[config.mk]
export PLATFORM = sky130hd
export DESIGN_NAME = multicycle_control
export DESIGN_NICKNAME = d
export VERILOG_FILES = /design/src/rtl/mc_pkg.sv /design/src/rtl/mc_wait_timer.sv /design/src/rtl/multicycle_control.sv
export SDC_FILE = /design/constraint.sdc
export NUM_CORES = 1
export LEC_CHECK = 0
export CAP_MARGIN = 20
export CORE_ASPECT_RATIO = 2
export CORE_MARGIN = 5
export CORE_UTILIZATION = 45
export CTS_CLUSTER_SIZE = 8
export DETAILED_ROUTE_END_ITERATION = 7
export PLACE_DENSITY = 0.71
export RECOVER_POWER = 100
export SLEW_MARGIN = 20
export SYNTH_ARGS = -nofsm -noshare
export SYNTH_HDL_FRONTEND = slang
export SYNTH_SLANG_ARGS = --single-unit
[constraint.sdc]
create_clock -name clk -period 5.7 [get_ports clk]
set_clock_uncertainty 0.2 [all_clocks]
set_input_delay 1.14 -clock clk [delete_from_list [all_inputs] [get_ports clk]]
set_output_delay 1.14 -clock clk [all_outputs]
set_load 0.005 [all_outputs]
[src/rtl/mc_pkg.sv]
`default_nettype none
// +------------------------------------------------------------------+
// | mc_pkg: state encodings and control-field codes for the FSM.      |
// | Rev 1.0                                                           |
// +------------------------------------------------------------------+
package mc_pkg;

  typedef enum logic [3:0] {
    S_FETCH     = 4'd0,
    S_DECODE    = 4'd1,
    S_MEM_ADDR  = 4'd2,
    S_MEM_READ  = 4'd3,
    S_MEM_WB    = 4'd4,
    S_MEM_WRITE = 4'd5,
    S_EXECUTE   = 4'd6,
    S_RTYPE_WB  = 4'd7,
    S_BRANCH    = 4'd8,
    S_JUMP      = 4'd9,
    S_ADDI_EX   = 4'd10,
    S_ADDI_WB   = 4'd11,
    S_TRAP      = 4'd12
  } state_t;

  localparam logic [5:0] c_OP_RTYPE = 6'b000000;
  localparam logic [5:0] c_OP_LW    = 6'b100011;
  localparam logic [5:0] c_OP_SW    = 6'b101011;
  localparam logic [5:0] c_OP_BEQ   = 6'b000100;
  localparam logic [5:0] c_OP_J     = 6'b000010;
  localparam logic [5:0] c_OP_ADDI  = 6'b001000;

  localparam logic [1:0] c_ALU_ADD   = 2'b00;
  localparam logic [1:0] c_ALU_SUB   = 2'b01;
  localparam logic [1:0] c_ALU_FUNCT = 2'b10;

  localparam logic [1:0] c_SRCB_REG    = 2'b00;
  localparam logic [1:0] c_SRCB_FOUR   = 2'b01;
  localparam logic [1:0] c_SRCB_IMM    = 2'b10;
  localparam logic [1:0] c_SRCB_IMM_SH = 2'b11;

  localparam logic [1:0] c_PC_ALU    = 2'b00;
  localparam logic [1:0] c_PC_ALUOUT = 2'b01;
  localparam logic [1:0] c_PC_JUMP   = 2'b10;

  // States that stall on memory and are covered by the wait timer.
  function automatic logic is_wait_state(input state_t s);
    return (s == S_FETCH) || (s == S_MEM_READ) || (s == S_MEM_WRITE);
  endfunction

endpackage
`default_nettype wire

[src/rtl/mc_wait_timer.sv]
`default_nettype none
// +------------------------------------------------------------------+
// | mc_wait_timer: 8-bit memory wait counter with clear/enable/expire.|
// | Rev 1.0                                                           |
// +------------------------------------------------------------------+
module mc_wait_timer #(
  parameter int TIMEOUT = 15
) (
  input  logic clk,
  input  logic rst,
  input  logic i_clear,
  input  logic i_enable,
  output logic o_expire
);

  localparam logic [7:0] c_LAST = 8'(TIMEOUT - 1);

  logic [7:0] r_count;

  always_ff @(posedge clk or posedge rst) begin
    if (rst)           r_count <= '0;
    else if (i_clear)  r_count <= '0;
    else if (i_enable) r_count <= r_count + 8'd1;
  end

  // Expires on the stalled cycle whose increment would reach TIMEOUT.
  assign o_expire = i_enable && (r_count == c_LAST);

endmodule
`default_nettype wire

[src/rtl/multicycle_control.sv]
`default_nettype none
// +------------------------------------------------------------------+
// | multicycle_control: Moore control FSM for a multicycle MIPS core. |
// | Rev 1.0                                                           |
// +------------------------------------------------------------------+
module multicycle_control
  import mc_pkg::*;
#(
  parameter int MEM_TIMEOUT = 15
) (
  input  logic       clk,
  input  logic       rst,
  input  logic [5:0] opcode,
  input  logic       mem_ready,
  output logic       pc_write,
  output logic       pc_write_cond,
  output logic       ir_write,
  output logic       mem_read,
  output logic       mem_write,
  output logic       i_or_d,
  output logic       reg_dst,
  output logic       mem_to_reg,
  output logic       reg_write,
  output logic       alu_src_a,
  output logic [1:0] alu_src_b,
  output logic [1:0] alu_op,
  output logic [1:0] pc_source,
  output logic [3:0] state,
  output logic       instr_done,
  output logic       illegal_op,
  output logic       mem_timeout
);

  state_t     r_state, w_next;
  logic [5:0] r_opcode;
  logic       r_cause_tmo;
  logic       w_tmr_en, w_expire, w_clear;

  assign w_tmr_en = is_wait_state(r_state) && !mem_ready;
  // Any state change restarts the count, so each wait state starts at zero.
  assign w_clear  = (w_next != r_state);

  mc_wait_timer #(.TIMEOUT(MEM_TIMEOUT)) u_timer (
    .clk      (clk),
    .rst      (rst),
    .i_clear  (w_clear),
    .i_enable (w_tmr_en),
    .o_expire (w_expire)
  );

  always_ff @(posedge clk or posedge rst) begin
    if (rst) begin
      r_state     <= S_FETCH;
      r_opcode    <= '0;
      r_cause_tmo <= 1'b0;
    end else begin
      r_state <= w_next;
      if (r_state == S_DECODE) r_opcode <= opcode;
      if (w_expire)                 r_cause_tmo <= 1'b1;
      else if (r_state == S_DECODE) r_cause_tmo <= 1'b0;
    end
  end

  always_comb begin
    w_next = r_state;
    case (r_state)
      S_FETCH:     if (mem_ready) w_next = S_DECODE; else if (w_expire) w_next = S_TRAP;
      S_DECODE: begin
        case (opcode)
          c_OP_RTYPE:       w_next = S_EXECUTE;
          c_OP_LW, c_OP_SW: w_next = S_MEM_ADDR;
          c_OP_BEQ:         w_next = S_BRANCH;
          c_OP_J:           w_next = S_JUMP;
          c_OP_ADDI:        w_next = S_ADDI_EX;
          default:          w_next = S_TRAP;
        endcase
      end
      S_MEM_ADDR:  w_next = (r_opcode == c_OP_SW) ? S_MEM_WRITE : S_MEM_READ;
      S_MEM_READ:  if (mem_ready) w_next = S_MEM_WB; else if (w_expire) w_next = S_TRAP;
      S_MEM_WRITE: if (mem_ready) w_next = S_FETCH;  else if (w_expire) w_next = S_TRAP;
      S_EXECUTE:   w_next = S_RTYPE_WB;
      S_ADDI_EX:   w_next = S_ADDI_WB;
      default:     w_next = S_FETCH;
    endcase
  end

  always_comb begin
    pc_write      = 1'b0;
    pc_write_cond = 1'b0;
    ir_write      = 1'b0;
    mem_read      = 1'b0;
    mem_write     = 1'b0;
    i_or_d        = 1'b0;
    reg_dst       = 1'b0;
    mem_to_reg    = 1'b0;
    reg_write     = 1'b0;
    alu_src_a     = 1'b0;
    alu_src_b     = c_SRCB_REG;
    alu_op        = c_ALU_ADD;
    pc_source     = c_PC_ALU;
    instr_done    = 1'b0;
    illegal_op    = 1'b0;
    mem_timeout   = 1'b0;
    case (r_state)
      S_FETCH: begin
        mem_read  = 1'b1;
        alu_src_b = c_SRCB_FOUR;
        ir_write  = mem_ready;
        pc_write  = mem_ready;
      end
      S_DECODE:    alu_src_b = c_SRCB_IMM_SH;
      S_MEM_ADDR, S_ADDI_EX: begin
        alu_src_a = 1'b1;
        alu_src_b = c_SRCB_IMM;
      end
      S_MEM_READ: begin
        mem_read = 1'b1;
        i_or_d   = 1'b1;
      end
      S_MEM_WB: begin
        reg_write  = 1'b1;
        mem_to_reg = 1'b1;
        instr_done = 1'b1;
      end
      S_MEM_WRITE: begin
        mem_write  = 1'b1;
        i_or_d     = 1'b1;
        instr_done = mem_ready;
      end
      S_EXECUTE: begin
        alu_src_a = 1'b1;
        alu_op    = c_ALU_FUNCT;
      end
      S_RTYPE_WB: begin
        reg_write  = 1'b1;
        reg_dst    = 1'b1;
        instr_done = 1'b1;
      end
      S_BRANCH: begin
        alu_src_a     = 1'b1;
        alu_op        = c_ALU_SUB;
        pc_write_cond = 1'b1;
        pc_source     = c_PC_ALUOUT;
        instr_done    = 1'b1;
      end
      S_JUMP: begin
        pc_write   = 1'b1;
        pc_source  = c_PC_JUMP;
        instr_done = 1'b1;
      end
      S_ADDI_WB: begin
        reg_write  = 1'b1;
        instr_done = 1'b1;
      end
      S_TRAP: begin
        illegal_op  = !r_cause_tmo;
        mem_timeout = r_cause_tmo;
      end
      default: ;
    endcase
  end

  assign state = r_state;

endmodule
`default_nettype wire

# Word level (Yosys, flattened, before mapping)
# Index checks and enable logic that the tools add are counted.
[word_totals] word_cells=69 register_bits=19 out_inout_bits=23 in_bits=9
[classes] n_reduce_logical=17 n_eq_ne=20 n_addsub=1 n_mux=27
[op_table] operator="4-bit one-hot mux with 7 select lines" count=1
[op_table] operator="4-bit == test, second input constant" count=5
[op_table] operator="4-bit one-hot mux with 5 select lines" count=1
[op_table] operator="6-bit == test, second input constant" count=3
[op_table] operator="4-bit by 3-bit == test with 1-bit output, second input constant" count=4
[op_table] operator="4-bit 2-to-1 mux" count=4
[op_table] operator="8-bit 2-to-1 mux" count=2
[op_table] operator="1-bit 2-to-1 mux" count=13
[op_table] operator="8-bit by 1-bit adder with 8-bit output, second input constant" count=1
[op_table] operator="4-bit by 2-bit == test with 1-bit output, second input constant" count=2
[op_table] operator="8-bit by 4-bit == test with 1-bit output, second input constant" count=1
[op_table] operator="2-bit one-hot mux with 2 select lines" count=2
[op_table] operator="2-bit OR reduction" count=4
[op_table] operator="6-bit by 2-bit == test with 1-bit output, second input constant" count=1
[op_table] operator="6-bit by 3-bit == test with 1-bit output, second input constant" count=1
[op_table] operator="6-bit by 4-bit == test with 1-bit output, second input constant" count=1
[op_table] operator="6-bit zero test" count=1
[op_table] operator="2-bit one-hot mux with 3 select lines" count=1
[op_table] operator="5-bit OR reduction" count=1
[op_table] operator="4-bit by 1-bit == test with 1-bit output, second input constant" count=1
[op_table] operator="4-bit zero test" count=1
[op_table] operator="4-bit != test" count=1
[op_table] operator="1-bit one-hot mux with 2 select lines" count=2
[op_table] operator="2-bit nonzero test" count=2
[op_table] operator="6 further kinds" count=9

# Depth between registers and ports, before layout
# Gate-level depths: netlist of run 1.
[logic_depth] depth_word=10 mapped_depth=7

# By module
# From an unflattened synthesis of run 1, not the netlist that was laid out.
[unflattened] hier_cells=161 area_unflattened_um2=1377.6
[by_module_without_submodules] module="multicycle_control" instances=1 cells_per_inst=118 area_each_um2=952.2
[by_module_without_submodules] module="mc_wait_timer" instances=1 cells_per_inst=43 area_each_um2=425.4

# Worst setup path after synthesis of run 1
# Ideal clock, no wire load.
[synth_timing] kind="input to output" start="in mem_ready" end="out instr_done" setup_slack_ns=2.558 stages=3 t_required_ns=4.360 arrival_ns=1.802 cell_sequence="clkbuf_1 -> o21ai_0 -> a211oi_1"
[synth_via] elab_chain_len=1
[synth_rtl] element="from (decl)" line="multicycle_control.sv:14" rtl="input logic mem_ready,"
[synth_rtl] element="1-bit one-hot mux with 2 select lines" line="multicycle_control.sv:104" rtl="case (r_state)"
[synth_rtl] element="to (decl)" line="multicycle_control.sv:29" rtl="output logic instr_done,"
# Every way passes these cells.

# Worst setup path in the final report of run 1
[layout_timing] start="in mem_ready" end="out pc_write"
[layout_via] elab_chain_len=1
[layout_rtl] element="1-bit one-hot mux with 2 select lines" line="multicycle_control.sv:104"
[layout_rtl] element="to (decl)" line="multicycle_control.sv:15" rtl="output logic pc_write,"
# Every way passes these cells.

==> impl_metrics.ini, run 1 <==
[worst_setup_path]
cp-end-kind = primary output
required_ns = 4.36
start_kind = input port
arrival_ns = 2.86
cp-startpoint = mem_ready
r2r_cells = 5
r2r-start = state[1]
crit_fanout = 9
cp-endpoint = pc_write
path_class = input port to primary output
reg2reg_to = u_timer.r_count[1]
r2r_setup_slack_ns = 1.96

[layout]
diodes = 0
drive_gt1_frac = 0.0852
final_cell_area_um2 = 1650
synthToLayoutAreaGrowth_pct = 21.9
final_nets = 188

[sta]
min_period_over_period = 0.736
slew_headroom = -0.332
final-max-slew-violation-count = 13
tns_ns = 0
rsz0062_at_grt = no
hold_viol = 0
setup_viol = 0
fmaxAchievable_mhz = 238
min_period_ns = 4.20
worst_pin_slew_ns = 1.97

[cts]
clk_latency_ns = 0.25
cts_inserted_buffers = 3
tritoncts = done
htreeDepth = 1
cts_resized = 0
max-clock-path-buffers = 2
cts_setup_buffers = 0
clk_pin_slew_worst_paths_ns = 0.07
cts.sinks = 19
cts-root-buf = clkbuf_8
hold_buffers = 0

[floorplanning]
top_level_ports = 32
core_area_um2 = 2940
start_util = 0.459
dieHeight_um = 87.5
rows = 28
die_area_um2 = 4270
dieWidth_um = 48.8

[synthesis]
ys_ff_latch = 19
synth_flop_cell = dfrtp_1
synth_mux_area_frac = 0.0500
synth_compound_area_frac = 0.143
synthSimpleGateAreaFrac = 0.299
async_reset_ff_frac = 1.00
synth_top_family_by_area = simple AND/OR/NAND/NOR gates
syn_inst = 152
yosys.area_share.xor_xnor = 0.0648
ys_seq_area_frac = 0.352
synth_edf_count = 0
syn_avg_cell_area_um2 = 8.89
synth_adder_area_share = 0.0259
ys_types = 41
ys_warn_count = 0
synth_fp_nets = 163
synth_area_um2 = 1350

[power_and_ir_drop]
power_density_nw_per_um2 = 397
power.share.combinational = 0.514
power.internal_w = 0.000392
p_switching_w = 0.000262
report.power.total_w = 0.000654
p_leak_nw = 0.732
p_sw_frac = 0.400
clockPowerShare = 0.138
vdd_ir_drop_max_v = 0.000245
p_seq_frac = 0.348

[place]
portBuffers = 31
gp_congestion = 0.834
hpwl_um = 2470
dpl-instance-area_um2 = 1630

[routing]
vias_per_cell = 5.79
ant_nets = 0
dr.pass1.iters = 4
vias = 1192
totalWireLength_um = 3080
drcViolationCount = 0
wl_per_cell_um = 14.9
drt_iter0_drc = 34

[global_route]
grt_remaining_overflow = 0
grt.total_usage = 0.149
grt_pass1_wl_um = 5130
grt_util_met3 = 0.0206
met1_usage = 0.142
first_global_vias = 1153
grtUsageMet2 = 0.295
antenna_found_initial = 0
top_usage_layer = met2
grt_max_degree = 20

[status]
status = finished with violations
violations = capacitance limit, slew limit

[worst_hold_path]
hold_depth = 1
hold_path_class = flip-flop to flip-flop

[job]
max_cap_violations = 1
==> synth_stat cells, types with 2 or more instances <==
library cell	count	area share
a21oi_1	3	0.011
a31oi_1	3	0.014
and2_1	2	0.0093
and3_1	10	0.046
buf_2	5	0.019
buf_4	3	0.017
clkbuf_1	2	0.0056
dfrtp_1	19	0.35
ha_1	2	0.019
inv_1	6	0.017
mux2_2	6	0.050
nand2_1	6	0.017
nand3_1	4	0.015
nand4_1	5	0.023
nor2_1	24	0.067
nor3_1	7	0.026
nor3b_1	2	0.011
nor4_1	2	0.0093
o21ai_0	9	0.033
or2_2	3	0.014
xnor2_1	2	0.013
xor2_1	8	0.052
==> worst min-delay path by stage <==
stage                      from     endpoint  slack, ns
floorplan           r_opcode[2]  r_opcode[2]       0.27
global placement    r_opcode[5]  r_opcode[5]       0.29
detailed placement  r_opcode[5]  r_opcode[5]       0.30
CTS                 r_opcode[5]  r_opcode[5]       0.31
global route        r_opcode[5]  r_opcode[5]       0.33
finish              r_opcode[4]  r_opcode[4]       0.31
==> power by group through the flow <==
stage,combinational [W],sequential [W],clock (W)
floorplan,0.000273,0.000198,0
global placement,0.000371,0.000231,0
detailed placement,0.000378,0.000234,0
CTS,0.000379,0.000231,0.0000942
global route,0.000369,0.000236,0.000102
finish,0.000336,0.000228,0.0000903
==> area by class of cell <==
| cell class | count | area, um^2 |
|---|---|---|
| Sequential cell | 19 | 475 |
| Multi-Input combinational cell | 116 | 757 |
| Tap cell | 30 | 37.5 |
| Timing Repair Buffer | 31 | 310 |
| Clock buffer | 4 | 45.0 |
| Fill cell | 279 | 1290 |
| Inverter | 6 | 22.5 |
==> cell families after synthesis <==
logic type / Yosys count
mux: 6
flops: 19
simple gates: 72
fa+ha+maj: 3
buf+inv: 17
compound gates: 25
xor+xnor: 10
==> sequential cells by signal, indices dropped and copies added, names as in the netlist <==
register / flops
u_timer.r_count: 8
r_opcode: 6
state: 4
r_cause_tmo: 1
==> routing by layer <==
layer	vias to the layer above	routed length [um]
met5	-	0
met3	6	149
met4	0	55
met2	44	1710
li1	591	-
met1	551	1160
==> cell usage in the layout (no fill, tap or decap), drive strengths merged, types with 3 or more instances in the layout <==
master	count
dlygate4sd3	25
nor2	24
dfrtp	19
and3	10
o21ai	9
xor2	8
nor3	7
nand2	6
inv	6
nand4	6
clkdlybuf4s50	6
mux2	6
nand3	4
clkbuf	4
a31oi	3
a21oi	3
or2	3
and2	3
==> per-stage QoR <==
step	utilization	hold WS, ns	setup WS, ns	cells
2_1_floorplan	-	0.271	2.56	152
3_3_place_gp	0.555	0.286	1.66	202
3_5_place_dp	0.555	0.300	1.64	202
4_1_cts	0.570	0.313	1.63	206
5_1_grt	0.560	0.325	1.44	206
6_report	0.560	0.309	1.50	206
==> critical path, cell delays in order <==
cell	delay, ns
dlygate4sd3_1	0.67
and3_1	0.21
or2_2	0.26
dlygate4sd3_1	0.57
No activity file was read; power rests on OpenSTA's default activity.
==> inputs of run 2 (changes only) <==
--- a/config.mk
+++ b/config.mk
@@ -11,7 +11,7 @@
 export CORE_UTILIZATION = 45
 export CTS_CLUSTER_SIZE = 8
 export DETAILED_ROUTE_END_ITERATION = 7
-export PLACE_DENSITY = 0.71
+export PLACE_DENSITY = 0.74
 export RECOVER_POWER = 100
 export SLEW_MARGIN = 20
 export SYNTH_ARGS = -nofsm -noshare
==> constraint.sdc (replaced) <==
create_clock -name clk -period 3.55 [get_ports clk]
set_clock_uncertainty 0.2 [all_clocks]
set_input_delay 0.71 -clock clk [delete_from_list [all_inputs] [get_ports clk]]
set_output_delay 0.71 -clock clk [all_outputs]
set_load 0.005 [all_outputs]
==> impl_metrics.ini, run 2 (same netlist as run 1, synthesis figures left out) <==
[floorplanning]
core_area_um2 = 2940
start_util = 0.459
rows = 28
top_level_ports = 32
die_area_um2 = 4270
dieWidth_um = 48.8
dieHeight_um = 87.5

[sta]
min_period_ns = 3.24
tns_ns = 0
worst_pin_slew_ns = 0.693
slew_headroom = 0.537
setup_viol = 0
hold_viol = 0
final-max-slew-violation-count = 0
min_period_over_period = 0.913
rsz0062_at_grt = no
fmaxAchievable_mhz = 308

[power_and_ir_drop]
power.internal_w = 0.000641
power.share.combinational = 0.531
vdd_ir_drop_max_v = 0.000332
clockPowerShare = 0.142
p_seq_frac = 0.326
p_leak_nw = 0.743
p_sw_frac = 0.404
p_switching_w = 0.000435
power_density_nw_per_um2 = 648

[global_route]
grt.total_usage = 0.162
grt_remaining_overflow = 0
antenna_found_initial = 0
grt_max_degree = 20
first_global_vias = 1256
grt_pass1_wl_um = 5580

[layout]
regMostFlops = u_timer.r_count
instances_no_fill = 211
synthToLayoutAreaGrowth_pct = 23.0
final_nets = 193
n_fill_cell = 300
drive_gt1_frac = 0.0939
utilization = 0.565
largest_reg_flops = 8
mostFrequentLayoutCell = nor2_1
multi_input_area_um2 = 743
regArea_um2 = 475
layout_common_cells = nor2_1 (24), dlygate4sd3_1 (23), dfrtp_1 (19), and3_1 (10), o21ai_0 (9)
diodes = 0

[cts]
max-clock-path-buffers = 2
cts_setup_buffers = 0
cts_resized = 0
clk_latency_ns = 0.26
clk_pin_slew_worst_paths_ns = 0.07
cts-root-buf = clkbuf_8
hold_buffers = 0
htreeDepth = 1
cts.sinks = 19
tritoncts = done
cts_inserted_buffers = 3

[worst_setup_path]
reg2reg_to = u_timer.r_count[1]
r2r-start = state[3]
arrival_ns = 2.33
r2r_setup_slack_ns = 0.69
crit_fanout = 13
path_class = flip-flop to primary output
cp-end-kind = primary output
cp-startpoint = state[3]
slowest_delay_ns = 0.57
start_kind = flip-flop
r2r_cells = 7
required_ns = 2.64
slowest_stage = dlygate4sd3_1
path_cells = clkbuf_1, nor2_1, and3_1, or2_2, dlygate4sd3_1

[place]
portBuffers = 31
gp_congestion = 0.848
dp.cells = 207
hpwl_um = 2630

[job]
max_cap_violations = 0

[status]
status = completed

[worst_hold_path]
hp-start = r_opcode[5]
hold_depth = 1
holdPathEnd = r_opcode[5]
hold_path_class = flip-flop to flip-flop

[routing]
dr.pass1.iters = 4
ant_nets = 0
drcViolationCount = 0
vias_per_cell = 5.89
drt_iter0_drc = 37
wl_per_cell_um = 15.7
totalWireLength_um = 3320
vias = 1242
run 2: layout make-up:
type | count | area share
Inverter | 6 | 0.0136
Multi-Input combinational cell | 116 | 0.447
Timing Repair Buffer | 36 | 0.203
Sequential cell | 19 | 0.286
Tap cell | 30 | 0.0226
Clock buffer | 3 | 0.0248
Clock inverter | 1 | 0.00301
run 2: layer usage:
layer	up-vias	global-route usage	routed length, um
met5	-	0	0
met4	0	0.0735	72
met3	7	0.0172	144
met2	34	0.325	1890
met1	601	0.158	1220
li1	600	-	-
run 2: power groups by stage:
stage	Combinational [W]	Clock, W	Sequential (W)
6_report	0.000572	0.000153	0.000351
5_1_grt	0.000626	0.000162	0.000363
4_1_cts	0.000666	0.000154	0.000353
3_5_place_dp	0.000665	0	0.000358
3_3_place_gp	0.000645	0	0.000351
2_1_floorplan	0.000439	0	0.000319
run 2: per-stage QoR:
step | setup slack (ns) | instance area, um^2 | hold WS [ns] | power (W)
floorplan | 1.27 | 1350 | 0.271 | 0.000757
detailed placement | 0.492 | 1670 | 0.288 | 0.00102
global route | 0.186 | 1660 | 0.334 | 0.00115
finish | 0.308 | 1660 | 0.307 | 0.00108
CTS | 0.487 | 1720 | 0.308 | 0.00117
global placement | 0.550 | 1670 | 0.280 | 0.000996
run 2: worst max-delay path by stage:
stage                       to  slack (ns)  depth (start not counted)
finish                pc_write        0.31                          5
global placement    instr_done        0.55                          4
detailed placement  instr_done        0.49                          4
CTS                 instr_done        0.49                          4
floorplan           instr_done        1.27                          3
global route          pc_write        0.19                          5
run 2: worst max-delay path, delay by kind of cell, from the launching register on:
family | cells | cell delay (ns)
buffers and inverters | 2 | 1.08
AND/OR/NAND/NOR | 3 | 0.64
flip-flops | 1 | 0.35
